[config.mk]
export PLATFORM = sky130hd
export DESIGN_NAME = toy_hazard_unit
export DESIGN_NICKNAME = d
export VERILOG_FILES = /design/src/rtl/toy_hazard_unit.sv
export SDC_FILE = /design/constraint.sdc
export NUM_CORES = 1
export LEC_CHECK = 0
export BUFFER_PORTS_ARGS = -buffer_cell sky130_fd_sc_hd__buf_4
export CORE_ASPECT_RATIO = 2
export CORE_MARGIN = 2
export CORE_UTILIZATION = 45
export CTS_CLUSTER_DIAMETER = 80
export DETAILED_ROUTE_END_ITERATION = 7
export HOLD_SLACK_MARGIN = 0.12
export PLACE_DENSITY_LB_ADDON = 0.08
export SLEW_MARGIN = 20
export SYNTH_ARGS = -nofsm -noshare
export SYNTH_HDL_FRONTEND = slang
export SYNTH_SLANG_ARGS = --single-unit
export TNS_END_PERCENT = 50
[constraint.sdc]
create_clock -name CLK -period 5.13 [get_ports CLK]
set_input_delay 1.026 -clock CLK [delete_from_list [all_inputs] [get_ports CLK]]
set_output_delay 1.026 -clock CLK [all_outputs]
set_load 0.05 [all_outputs]
[src/rtl/toy_hazard_unit.sv]
// toy_hazard_unit: scoreboard-based load-use stall and forwarding-select controller beside ID.
// Optional performance counters PERF_STALL/PERF_FWD are built when TOY_HAZARD_PERF_EN is defined.
module toy_hazard_unit #(
    parameter int AW         = 5,
    parameter int NRD        = 2,
    parameter int DEPTH      = 3,
    parameter int LOAD_STAGE = 1,
    parameter int SW         = $clog2(DEPTH + 1)
) (
    input  logic              CLK,
    input  logic              RSTN,
    input  logic              ID_VALID,
    input  logic [NRD*AW-1:0] ID_RA,
    input  logic [NRD-1:0]    ID_RUSE,
    input  logic              ID_WE,
    input  logic [AW-1:0]     ID_WA,
    input  logic              ID_LOAD,
    input  logic              FLUSH,
    output logic              STALL,
    output logic [NRD*SW-1:0] FWD_SEL,
    output logic [DEPTH-1:0]  STG_VALID
`ifdef TOY_HAZARD_PERF_EN
    ,
    output logic [31:0]       PERF_STALL,
    output logic [31:0]       PERF_FWD
`endif
);

    logic [DEPTH-1:0]         v;
    logic [DEPTH-1:0]         we;
    logic [DEPTH-1:0]         ld;
    logic [DEPTH-1:0][AW-1:0] wa;
    logic [NRD-1:0]           haz;
    logic                     accept;

    assign accept    = ID_VALID & ~STALL & ~FLUSH;
    assign STALL     = |haz & ~FLUSH;
    assign STG_VALID = v;

    // Per port: scan oldest to youngest so the youngest writer of the register wins.
    always_comb begin
        haz     = '0;
        FWD_SEL = '0;
        for (int p = 0; p < NRD; p++) begin
            for (int k = DEPTH - 1; k >= 0; k--) begin
                if (ID_VALID && ID_RUSE[p] && ID_RA[p*AW +: AW] != '0 &&
                    v[k] && we[k] && wa[k] == ID_RA[p*AW +: AW]) begin
                    if (ld[k] && k < LOAD_STAGE) begin
                        haz[p]              = 1'b1;
                        FWD_SEL[p*SW +: SW] = '0;
                    end else begin
                        haz[p]              = 1'b0;
                        FWD_SEL[p*SW +: SW] = SW'(k + 1);
                    end
                end
            end
        end
    end

    // Scoreboard shift: accepted ID instruction or a bubble enters stage 0.
    always_ff @(posedge CLK or negedge RSTN) begin
        if (!RSTN) begin
            v  <= '0;
            we <= '0;
            ld <= '0;
            wa <= '0;
        end else begin
            v  <= {v[DEPTH-2:0], accept};
            we <= {we[DEPTH-2:0], accept & ID_WE};
            ld <= {ld[DEPTH-2:0], accept & ID_LOAD};
            wa <= {wa[DEPTH-2:0], accept ? ID_WA : AW'(0)};
        end
    end

`ifdef TOY_HAZARD_PERF_EN
    // Saturating counters of stall cycles and cycles with any forwarding.
    always_ff @(posedge CLK or negedge RSTN) begin
        if (!RSTN) begin
            PERF_STALL <= '0;
            PERF_FWD   <= '0;
        end else begin
            if (STALL && PERF_STALL != 32'hFFFF_FFFF)
                PERF_STALL <= PERF_STALL + 32'd1;
            if (|FWD_SEL && PERF_FWD != 32'hFFFF_FFFF)
                PERF_FWD <= PERF_FWD + 32'd1;
        end
    end
`endif

endmodule

==> flow_summary.ini, run 1 <==
[status]
status = complete, no violations

[routing]
vias_per_cell = 5.556
wl_per_cell_um = 16.57
firstDrtPassIters = 4
wl_mm = 2.833
drcViolationCount = 0
via_count = 950
detail-route-antenna-nets = 0
drt_iter0_drc = 14

[synthesis]
synth.distinct_cells = 26
syn_inst = 111
synth_xor_area_frac = 0.2241
yosysTopAreaCell = dfrtp_1
yosys.area_share.adder = 0
synth_edf_count = 0
synth_mux_area_frac = 0
synth_compound_area_frac = 0.1003
syn_area_sq_um = 1172
yosys_warnings = 0
synthFlopType = dfrtp_1
synth_top_family_by_area = XOR/XNOR gates
yosys-top-cells-count = xnor2_1, dfrtp_1, nand2_1
yosys-top-cells-area = dfrtp_1, xnor2_1, xor2_1
yosysTopAreaCellShare = 0.4696
syn_nets = 134
ys_ff_latch = 22
yosysSeqAreaShare = 0.4696
yosysMostFrequentCell = xnor2_1
yosys.area_share.simple = 0.1964
avgSynthCellArea_sq_um = 10.56
async_flop_share = 1.000

[sta]
worst_hold_slack_ns = 0.3982
fin_crit_sh = 0.6990
rsz0062_at_grt = no
worst_pin_slew_ns = 0.6297
clock_skew_ns = 0.001927
final.min_clock_period_ns = 3.586
finalSetupTns_ns = 0
setup_viol = 0
slew_viol_final = 0
relSlewSlack = 0.5802
finalHoldViolCount = 0
fmax_mhz = 278.9

[global_routing]
grt_max_degree = 23
grt_first_pass_wirelength_mm = 4.643
grt_pass1_vias = 1073
antenna_found_initial = 0
grt_overflow = 0
track_usage = 0.2233

[floorplanning]
rows = 26
coreArea_sq_um = 2505
boundaryPins = 31
fp.dieW_um = 40.09
fp.dieArea_sq_um = 3054
initial_core_util = 0.4680
die_h_um = 76.19

[clock_tree]
cts_tree = done
insertion_delay_ns = 0.27
cts_num_sinks = 22
cts_root_buf = clkbuf_8
cts-hold-fix-buffers = 0
clock_path_buffers = 2
cts_resized = 0
cts.clk_slew.worst_paths_ns = 0.07
postCtsSetupRepairBufs = 0
numCtsBuffers = 3
htreeDepth = 1

[setup_path]
reg2reg_depth = 4
worst_ep_required_time_ns = 4.10
crit_path_end_kind = output pin
path_class = in -> out
timing.rr.start = wa[1]
start_kind = input port
crit_arrival_ns = 2.56
r2r_slack_ns = 3.43
cp_max_fo = 4
timing.rr.end = wa[3]

[finish]
antenna_cells = 0
layout-drive-gt1-share = 0.2727
multi_input_area_sq_um = 610.6
nets = 167
area_delta_synth_final_pct = 26.25
design_area_sq_um = 1480
seq_area_sq_um = 550.5
fillers = 220

[power_and_ir_drop]
peakVddDrop_v = 0.0001836
cellPowerDensity_nw_per_um2 = 252.4
p_leak_nw = 0.6503

[min_path]
min-delay-start = we[1]
whs_path_depth = 0
hp-class = reg -> reg
holdPathEnd = we[2]

[place]
port_buffers = 30
hpwl_mm = 2.266
place_area_sq_um = 1425
gp_congestion = 0.8430

[flow_run]
drv_cap = 0
cells by family after synthesis:
group                     after synthesis
xor gates and xnor gates               30
buffers and inverters                   3
AOI/OAI and AO/OA                      18
DFF                                    22
and+or+nand+nor                        38
worst max-delay path, cell delays in order:
cell,delay [ns]
buf_4,0.13
xnor2_1,0.14
nand4_1,0.17
or4_1,0.53
o31ai_1,0.30
buf_4,0.25
flip-flops by register name (all words and copies together) (netlist names):
signal / flops
wa: 15
STG_VALID: 3
we: 3
ld: 1
placed cells by master, fill, tap and decap left out:
master    synthesis  final
buf_4             0     30
xnor2_1          24     24
dfrtp_1          22     22
nand2_1          11     11
a21oi_1           9      9
nand4_1           7      7
xor2_1            6      6
nor2_1            4      4
or4_1             4      4
clkbuf_8          0      4
nor3_1            3      3
a21o_1            2      2
nor4_1            2      2
nand3b_1          2      2
o31ai_1           2      2
nor3_2            1      1
nand4_4           1      1
or4_4             1      1
a211o_2           1      1
or4_2             1      1
a211o_1           1      1
inv_1             1      1
o211a_1           1      1
o22ai_1           1      1
nor2b_1           1      1
a21boi_1          1      1
metal layers:
metal	GRT usage	vias up	routed length [um]
met5	0	-	0
met1	0.2244	436	977
li1	-	467	-
met3	0.05539	12	166
met4	0.1517	0	139
met2	0.3645	35	1550
per-stage QoR:
step                      total power, mW  cells  setup slack, ns    util
after CTS                          0.3753    171            1.517  0.5909
after global routing               0.3917    171            1.425  0.5909
after global placement             0.2510    167            1.563  0.5689
after floorplan                    0.2213    111           0.9829       -
after detailed placement           0.2526    167            1.518  0.5689
final                              0.3737    171            1.544  0.5909
where the power goes:
group,switching (mW),internal [mW]
Clock,0.0565,0.0685
Sequential,0.00779,0.180
Combinational,0.0315,0.0292
cell type report:
| class | count | area share |
|---|---|---|
| multi-input cells | 86 | 0.4125 |
| flip-flops and latches | 22 | 0.3719 |
| repair buffers | 30 | 0.1522 |
| clock buffers | 4 | 0.03719 |
| well taps | 28 | 0.02367 |
| inverters | 1 | 0.002536 |
worst max path at each step:
stage,startpoint,endpoint
finish,ID_RA[8],FWD_SEL[2]
global route,ID_RA[8],FWD_SEL[2]
CTS,ID_RA[5],FWD_SEL[2]
detailed placement,ID_RA[5],FWD_SEL[2]
global placement,ID_RA[0],FWD_SEL[0]
floorplan,ID_RA[1],FWD_SEL[0]
(Power assumes the default switching activity.)
==> inputs of run 2 (changes only) <==
==> constraint.sdc (replaced) <==
create_clock -name CLK -period 3.2 [get_ports CLK]
set_input_delay 0.64 -clock CLK [delete_from_list [all_inputs] [get_ports CLK]]
set_output_delay 0.64 -clock CLK [all_outputs]
set_load 0.05 [all_outputs]
==> run 2 against run 1 <==
Effect of this change:
- critical path depth unchanged
- global-route usage shrank 2.1 points
- hold slack worse by 0.16 ns
- clock skew up 0.0049 ns
- largest power group unchanged
- largest cell class unchanged
- first-iteration DRC count rose by 7.1%
- combinational power grew 62%
- wire length shrank 5.5%
- clock power up 110%
- sequential cell count unchanged
- power rose by 76%
==> flow_summary.ini, run 2 (same netlist as run 1, synthesis figures left out) <==
[power_and_ir_drop]
combPwrFrac = 0.150
peakVddDrop_v = 0.0003155
seq_power_share = 0.458
p_leak_nw = 0.6595
swShare = 0.2341
p_sw_mw = 0.1538
pwr-share-clk = 0.392
cellPowerDensity_nw_per_um2 = 437.5
p_int_mw = 0.5031

[place]
pre_cts_slack_ns = 0.3568
hpwl_mm = 2.202
place_area_sq_um = 1430
port_buffers = 30
gp_congestion = 0.8765

[routing]
drt_iter0_drc = 15
wl_mm = 2.677
vias_per_cell = 5.591
via_count = 956
detail-route-antenna-nets = 0
drcViolationCount = 0
firstDrtPassIters = 4
wl_per_cell_um = 15.65

[sta]
slew_viol_final = 0
setup_viol = 0
fin_crit_sh = 0.8887
worst_pin_slew_ns = 0.5936
fmax_mhz = 351.6
rsz0062_at_grt = no
worst_hold_slack_ns = 0.2416
relSlewSlack = 0.6043
final.min_clock_period_ns = 2.844
finalHoldViolCount = 0
setup_ws_ns = 0.3560
clock_skew_ns = 0.006850

[floorplanning]
initial_core_util = 0.4680
fp.dieW_um = 40.09
rows = 26
boundaryPins = 31
die_h_um = 76.19
fp.dieArea_sq_um = 3054
coreArea_sq_um = 2505

[clock_tree]
htreeDepth = 1
postCtsSetupRepairBufs = 0
insertion_delay_ns = 0.27
numCtsBuffers = 3
cts_tree = done
cts-hold-fix-buffers = 0
cts_num_sinks = 22
cts.clk_slew.worst_paths_ns = 0.08
cts_root_buf = clkbuf_8
cts_resized = 0
clock_path_buffers = 2

[finish]
final_cell_mix = buf_4, xnor2_1, dfrtp_1, nand2_1, a21oi_1
layout-drive-gt1-share = 0.2797
layout_commonest_cell = buf_4
largest_reg_flops = 15
area_delta_synth_final_pct = 28.07
fillers = 216
design_area_sq_um = 1501
antenna_cells = 0
nets = 167
regMostFlops = wa

[setup_path]
path_class = in -> out
r2r_slack_ns = 1.51
start_kind = input port
crit_path_end_kind = output pin
cp_max_fo = 4
crit_arrival_ns = 2.20
worst_ep_required_time_ns = 2.56

[global_routing]
track_usage = 0.2021
grt_max_degree = 23
antenna_found_initial = 0
grt_first_pass_wirelength_mm = 4.181
grt_pass1_vias = 955
grt_overflow = 0

[status]
status = complete, no violations

[flow_run]
drv_cap = 0

[min_path]
hp-class = in -> async
[run 2: cell types whose count changed in the layout (fill, tap and decap cells not counted), sizes merged]
cell,before,now
bufinv,0,1
clkbuf,4,3
[run 2: layer usage]
layer / vias to the layer above / routed length [um] / global-route usage
li1: 461 / - / -
met3: 10 / 138 / 0.02624
met1: 447 / 938 / 0.2121
met2: 38 / 1494 / 0.3419
met4: 0 / 107 / 0.1241
met5: - / 0 / 0
[run 2: layout make-up]
cell class | count | area [sq um] | area share
clock buffer | 3 | 41.29 | 0.02750
clock inverter | 1 | 30.03 | 0.02000
inverter | 1 | 3.754 | 0.002500
multi-input combinational | 86 | 615.6 | 0.4100
sequential | 22 | 550.5 | 0.3667
tap | 28 | 35.03 | 0.02333
timing repair buffer | 30 | 225.2 | 0.1500
[run 2: path summary, 6_finish.rpt]
check / startpoint / to / cells after the start
worst max-delay path: ID_RA[2] / FWD_SEL[0] / 6
worst min-delay path: RSTN / ld[0] / 1
worst max register to register: wa[1] / wa[0] / 4
worst min register to register: we[1] / we[2] / 0
max in group asynchronous: RSTN / wa[7] / 1
min in group CLK: we[1] / we[2] / 0
[run 2: metrics by stage]
stage / setup TNS [ns] / util / total power, mW / cells
2_1_floorplan: -0.08229 / - / 0.3548 / 111
3_3_place_gp: 0 / 0.5709 / 0.4031 / 167
3_5_place_dp: 0 / 0.5709 / 0.4057 / 167
4_1_cts: 0 / 0.5994 / 0.6639 / 171
5_1_grt: 0 / 0.5994 / 0.6877 / 171
6_report: 0 / 0.5994 / 0.6569 / 171
[run 2: power by group through the flow]
stage	Combinational, mW	Sequential (mW)	Clock, mW
3_3_place_gp	0.0972	0.306	0
6_report	0.0983	0.301	0.258
5_1_grt	0.107	0.302	0.279
2_1_floorplan	0.0449	0.310	0
3_5_place_dp	0.0992	0.307	0
4_1_cts	0.0997	0.301	0.263
[run 2: critical path, stage by stage]
cell     delay (ns)
buf_4          0.14
xnor2_1        0.22
nand4_1        0.21
or4_2          0.68
o31ai_2        0.08
buf_4          0.23
